## src/rtl/dna_seq_loader.sv

```systemverilog
// Packs an ASCII nucleotide stream into 2-bit codes, DATA_WIDTH/2 bases per register-file word.
// Latency: word write 1 cycle after the completing byte; done 1 cycle (k==0) or 2 cycles (partial word) after LF.
// Backpressure: s_ready is high only in LOAD; one byte per clock with no bubbles.
module dna_seq_loader #(
    parameter int DATA_WIDTH = 32,
    parameter int DEPTH      = 128
) (
    input  logic                  clk,
    input  logic                  rst_n,
    input  logic                  start,
    input  logic                  s_valid,
    input  logic [7:0]            s_data,
    output logic                  s_ready,
    output logic                  w_en,
    output logic [31:0]           w_addr,
    output logic [DATA_WIDTH-1:0] w_data,
    output logic [15:0]           base_count,
    output logic [7:0]            word_count,
    output logic                  done,
    output logic                  busy,
    output logic                  err_char,
    output logic                  overflow
);

    localparam int BPW = DATA_WIDTH / 2;
    localparam int KW  = (BPW > 1) ? $clog2(BPW) : 1;
    localparam int WIW = $clog2(DEPTH + 1);

    typedef enum logic [1:0] {
        ST_IDLE,
        ST_LOAD,
        ST_FLUSH,
        ST_DONE
    } state_t;

    state_t                state;
    logic [KW-1:0]         k;
    logic [WIW-1:0]        word_idx;
    logic [DATA_WIDTH-1:0] shreg;
    logic [DATA_WIDTH-1:0] shreg_ins;
    logic                  is_base;
    logic                  is_cr;
    logic                  is_lf;
    logic [1:0]            code;
    logic                  full;
    logic                  last_in_word;

    assign s_ready      = (state == ST_LOAD);
    assign busy         = (state != ST_IDLE);
    assign done         = (state == ST_DONE);
    assign full         = (word_idx == WIW'(DEPTH));
    assign last_in_word = (k == KW'(BPW - 1));

    always_comb begin
        is_base = 1'b1;
        is_cr   = 1'b0;
        is_lf   = 1'b0;
        code    = 2'b00;
        case (s_data)
            8'h41, 8'h61: code = 2'b00;
            8'h43, 8'h63: code = 2'b01;
            8'h47, 8'h67: code = 2'b10;
            8'h54, 8'h74: code = 2'b11;
            8'h0D: begin is_base = 1'b0; is_cr = 1'b1; end
            8'h0A: begin is_base = 1'b0; is_lf = 1'b1; end
            default: is_base = 1'b0;
        endcase
        // First base of a word sits in the LSBs.
        shreg_ins = shreg;
        shreg_ins[{k, 1'b0} +: 2] = code;
    end

    always_ff @(posedge clk or negedge rst_n) begin
        if (!rst_n) begin
            state      <= ST_IDLE;
            k          <= '0;
            word_idx   <= '0;
            shreg      <= '0;
            w_en       <= 1'b0;
            w_addr     <= '0;
            w_data     <= '0;
            base_count <= '0;
            word_count <= '0;
            err_char   <= 1'b0;
            overflow   <= 1'b0;
        end else begin
            w_en <= 1'b0;
            case (state)
                ST_IDLE: begin
                    if (start) begin
                        state      <= ST_LOAD;
                        k          <= '0;
                        word_idx   <= '0;
                        shreg      <= '0;
                        base_count <= '0;
                        word_count <= '0;
                        err_char   <= 1'b0;
                        overflow   <= 1'b0;
                    end
                end
                ST_LOAD: begin
                    if (s_valid) begin
                        if (is_base) begin
                            if (full) begin
                                overflow <= 1'b1;
                            end else begin
                                base_count <= base_count + 16'd1;
                                if (last_in_word) begin
                                    w_en       <= 1'b1;
                                    w_addr     <= 32'(word_idx);
                                    w_data     <= shreg_ins;
                                    word_idx   <= word_idx + WIW'(1);
                                    word_count <= word_count + 8'd1;
                                    k          <= '0;
                                    shreg      <= '0;
                                end else begin
                                    shreg <= shreg_ins;
                                    k     <= k + KW'(1);
                                end
                            end
                        end else if (is_lf) begin
                            // The partial-word write is issued on the edge that enters FLUSH.
                            if (k != '0) begin
                                w_en       <= 1'b1;
                                w_addr     <= 32'(word_idx);
                                w_data     <= shreg;
                                word_idx   <= word_idx + WIW'(1);
                                word_count <= word_count + 8'd1;
                                state      <= ST_FLUSH;
                            end else begin
                                state <= ST_DONE;
                            end
                        end else if (!is_cr) begin
                            err_char <= 1'b1;
                        end
                    end
                end
                ST_FLUSH: state <= ST_DONE;
                ST_DONE:  state <= ST_IDLE;
                default:  state <= ST_IDLE;
            endcase
        end
    end

endmodule

```

## config.mk

```make
export PLATFORM = sky130hd
export DESIGN_NAME = dna_seq_loader
export DESIGN_NICKNAME = d
export VERILOG_FILES = /design/src/rtl/dna_seq_loader.sv
export SDC_FILE = /design/constraint.sdc
export NUM_CORES = 1
export LEC_CHECK = 0
export BUFFER_PORTS_ARGS = -buffer_cell sky130_fd_sc_hd__buf_2
export CORE_MARGIN = 10
export CORE_UTILIZATION = 34
export CTS_CLUSTER_DIAMETER = 100
export DETAILED_ROUTE_END_ITERATION = 6
export PLACE_DENSITY = 0.57
export SLEW_MARGIN = 20
export SYNTH_ARGS = -nofsm -noshare
export SYNTH_HDL_FRONTEND = slang
export SYNTH_SLANG_ARGS = --single-unit
```

## constraint.sdc

```tcl
create_clock -name clk -period 5.27 [get_ports clk]
set_input_delay 1.054 -clock clk [delete_from_list [all_inputs] [get_ports clk]]
set_output_delay 1.054 -clock clk [all_outputs]
set_load 0.02 [all_outputs]
```

After elaboration in Yosys (flattened, before gate mapping)
Index checks and enable logic that the tools add are counted.

storage, ports and cells
  word-level logic and storage cells = 134
  input bits = 12
  register bits after elaboration = 137

cells by class
  add/sub/neg operators = 5
  shifts and indexed selects = 2
  equality and inequality tests = 30
  reductions and logical operators = 16
  multiplexer cells = 70

operator list
  kind                    count
  $mux 32                 15
  $mux 8                  13
  $eq 8x7->1 const B      8
  $mux 16                 4
  $pmux 32 s2             1
  $bwmux 32               1
  $pmux 16 s2             1
  $pmux 8 s2              2
  $shift 2x7->32 const A  1
  $shiftx 2x7->32         1
  $mux 4                  5
  $mux 1                  19
  $add 16x1->16 const B   1
  $add 8x1->8 const B     2
  $eq 8x4->1 const B      2
  $ne 2x2->1 const B      7
  $reduce_and 6->1        2
  $reduce_and 5->1        2
  $eq 8x8->1 const B      1
  $mux 2                  4
  $ne 2x1->1 const B      4
  $pmux 2 s4              1
  $pmux 4 s2              1
  $reduce_bool 2->1       4
  other kinds (16)        21

Depth between registers and ports, before layout
  depth after elaboration = 10
  mapped depth = 11

Worst setup path after synthesis
No wires, ideal clock.

  path type = input-to-reg
  from = in s_data[3]
  to = reg word_idx[4]
  setup time = 69 ps
  cell stages on the path = 6
  arrival = 2726 ps
  buffers on the path = 2
  slack = 2475 ps
  path through = or3b_1 buf_6 o41a_1 buf_6 or4_1 nand3_1

between the ends
  longest elaborated chain between the ends = 6
  elaborated cells between the ends (all ways) = 20

RTL lines
  element                           RTL line  RTL
  start, declared                   12        input logic [7:0] s_data,
  $eq 8x7->1                        59        case (s_data)
  $reduce_or 8->1 (no source line)  n/a
  $mux 1                            59
  $mux 8                            103       if (is_base) begin
  $mux 8                            102       if (s_valid) begin
  $pmux 8 s2                        88        case (state)
  end signal, assigned              112       word_idx <= word_idx + WIW'(1);
  end signal, assigned              127       word_idx <= word_idx + WIW'(1);
  end, declared                     38        logic [WIW-1:0] word_idx;

Parallel ways exist; a longest one is shown, timed or not. The select of a mux whose other input is x is not followed.
A chain may end at the register's enable or synchronous reset.

Worst setup path after layout
  from = reg k[0]
  to = reg w_data[19]

between the ends
  longest elaborated chain between the ends = 6
  elaborated cells between the ends (all ways) = 12

RTL lines
  element                                                   RTL line  RTL
  start, declared                                           37        logic [KW-1:0] k;
  start signal, assigned                                    118       k <= k + KW'(1);
  $neg 5->7                                                 70        shreg_ins[{k, 1'b0} +: 2] = code;
  $shiftx 2x7->32 / $shift 2x7->32 (equally long branches)  70
  $bwmux 32                                                 70
  $mux 32                                                   108       if (last_in_word) begin
  $mux 32                                                   104       if (full) begin
  $mux 32                                                   103
  end signal, assigned                                      111       w_data <= shreg_ins;
  end signal, assigned                                      126       w_data <= shreg;
  end, declared                                             16        output logic [DATA_WIDTH-1:0] w_data,

Parallel ways exist; a longest one is shown, timed or not. The select of a mux whose other input is x is not followed.

==> metrics.csv <==
stage;metric;value;unit
pwr;p_leak;3.265;nW
critical_path;worst_r2r_endpoint;w_data[19];
route;via_per_inst;5.512;
synth;synth_area;6380;um^2
synth;yosysTopAreaCellShare;0.4432;
sta;timing.final.crit_share;0.6674;
global_routing;grt_max_degree;61;
layout;layout-drive-gt1-share;0.1775;
critical_path;r2r_start;k[0];
route;drc;0;
layout;fillers;1875;
route;drt_iter0_markers;422;
sta;hold_viol;0;
layout;register_area;2828;um^2
synth;synth-main-ff-cell;dfrtp_1;
layout;syn2layout_area_growth;17.14;%
floorplan;row_count;50;
clocking;ctsResizeCount;0;
floorplan;fp.dieW;157.0;um
sta;finClkSkew;0.01083;ns
floorplan;start_util;0.3434;
layout;layout_common_cells;dfrtp_1 (113), buf_2 (80), o21ai_0 (74), inv_1 (47), nand2_1 (47);
sta;worst_slack;1.753;ns
placed_design;hpwlAfterDp;12.94;mm
clocking;cts_setup_buffers;0;
placed_design;postPlaceCellArea;6898;um^2
global_routing;overflow;0;
synth;synth_warnings;0;
sta;fmax;0.2843;GHz
route;antenna_left;0;
route;drtPass1Iterations;5;
critical_path;endpoint_kind;flip-flop;
sta;maxSlewViolCount;0;
critical_path;crit_type;flip-flop to flip-flop;
sta;rsz0062_at_grt;false;
synth;ys_ff_latch;113;
placed_design;dp_slack;1.539;ns
sta;finalSetupTns;0;ns
clocking;cts_tree;done;
sta;maxSlewHeadroom;0.3531;
clocking;cts_buffers;17;
clocking;clock-root-buffer;clkbuf_16;
synth;synthTopCellsByArea;dfrtp_1 (44%), o21ai_0 (5.8%), mux2i_1 (3.6%), o22ai_1 (3.0%), buf_4 (2.8%);
critical_path;path_max_fanout;25;
synth;ys_types;60;
status;status;finished clean;
synth;yosysSeqAreaShare;0.4432;
job;maxCapViolations;0;
clocking;clk_pin_slew_worst_paths;0.06;ns
global_routing;grt_pass1_vias;5354;
floorplan;io_pins;106;
floorplan;coreArea;18580;um^2
global_routing;grt_pass1_wl;30.14;mm
synth;async_reset_ff_frac;1.000;
route;wl_per_cell;18.50;um
clocking;cts_buffer_depth;2;
critical_path;rr_worst_depth;8;
layout;multi_input_comb_area;3099;um^2
placed_design;gp_congestion;0.8340;
global_routing;track_usage;0.1538;
sta;period_minus_slack;3.517;ns
synth;synthCells;696;
layout;nets;785;
clocking;insertion_delay;0.42;ns
floorplan;fp.dieH;157.0;um
critical_path;rrSetupSlack;1.75;ns
route;dr_total_vias;5551;
pwr;power_density;390.3;nW/um^2
synth;yosysTopAreaCell;dfrtp_1;
global_routing;antenna_found_initial;0;
synth;avgSynthCellArea;9.166;um^2
placed_design;port_buffers;81;
critical_path;critPathArrivalTime;3.85;ns
critical_path;crit_required;5.60;ns
sta;final-setup-viol-count;0;
critical_path;startpoint_type;flip-flop;
pwr;peakVddDrop;0.2299;mV
route;wirelength;18.63;mm
layout;final_area;7473;um^2
synth;synth-edff-count;0;
pwr;p_total;2.917;mW
clocking;holdBufCountCts;0;
sta;worst_pin_slew;0.9704;ns
clocking;cts_sinks;113;
min_path;worstHoldPathType;primary input to asynchronous set/reset pin;
layout;final_common_cell;dfrtp_1;
floorplan;dieArea;24640;um^2
clocking;h-tree-depth;4;
Yosys cell counts, types with 9 or more instances:
master,number
o22ai_1,31
mux2_2,11
nor2_1,20
dfrtp_1,113
nand3_1,26
nor3_1,19
inv_1,47
nand2_1,47
nor3b_1,9
clkbuf_1,31
nand4_1,14
mux2i_1,23
buf_2,9
buf_4,24
or4_1,15
a31oi_1,12
a21oi_1,30
and3_1,9
o21ai_0,74
o31ai_1,13
ha_1,12
a211oi_1,18
stage by stage:
step	instances	hold WS [ns]	utilization
finish	1007	0.4628	0.4022
global route	1006	0.4627	0.4021
CTS	1006	0.4541	0.4021
detailed placement	976	0.4942	0.3712
global placement	976	0.4876	0.3712
floorplan	719	0.4723	-
cells by family after synthesis:
kind of cell             after synthesis  synth area share
XOR/XNOR                               1          0.001373
AND/OR/NAND/NOR                      198            0.1704
flip-flops                           113            0.4432
multiplexers                          34           0.05550
other                                  1         0.0005878
adder cells (fa/ha/maj)               12           0.02353
AO/OA/AOI/OAI                        219            0.2177
buffers and inverters                118           0.08766
how the worst max path moves through the flow:
| stage | to | startpoint |
|---|---|---|
| final | w_data[19] | k[0] |
| after global routing | w_data[18] | k[0] |
| after CTS | w_data[19] | k[0] |
| after detailed placement | w_data[11] | s_data[3] |
| after global placement | w_data[11] | s_data[3] |
| after floorplan | word_idx[4] | s_data[3] |
critical path, stage by stage (launching register included):
cell	delay [ns]
dfrtp_1	0.59
inv_1	0.24
ha_1	0.41
nand2b_1	0.24
o2111ai_1	0.51
o41a_1	0.89
buf_4	0.33
o21ai_0	0.08
o21ai_0	0.12
registers in the layout, summed over array words and instances (netlist names), 2 cells and up:
signal,flops
w_addr,8
base_count,16
k,4
state,2
word_count,8
shreg,32
word_idx,8
w_data,32
where the power goes:
group          total, mW  internal [mW]  switching (mW)
registers          0.982          0.909          0.0723
logic              0.806          0.226           0.579
clock network       1.13          0.738           0.392
routing by layer:
metal,GRT usage,vias up,share of wire
met5,0,-,0
met4,0.05753,0,0.020
met3,0.04012,20,0.054
met2,0.2275,116,0.45
met1,0.2101,2754,0.48
li1,-,2661,-
cell type report:
| class | instances | share of cell area |
|---|---|---|
| diodes | 1 | 0.0003348 |
| clock buffers | 25 | 0.06630 |
| clock inverters | 5 | 0.01038 |
| inverters | 48 | 0.02411 |
| multi-input cells | 488 | 0.4147 |
| flip-flops and latches | 113 | 0.3784 |
| well taps | 234 | 0.03918 |
| repair buffers | 93 | 0.06663 |
Power figures use the tool's default switching activity.
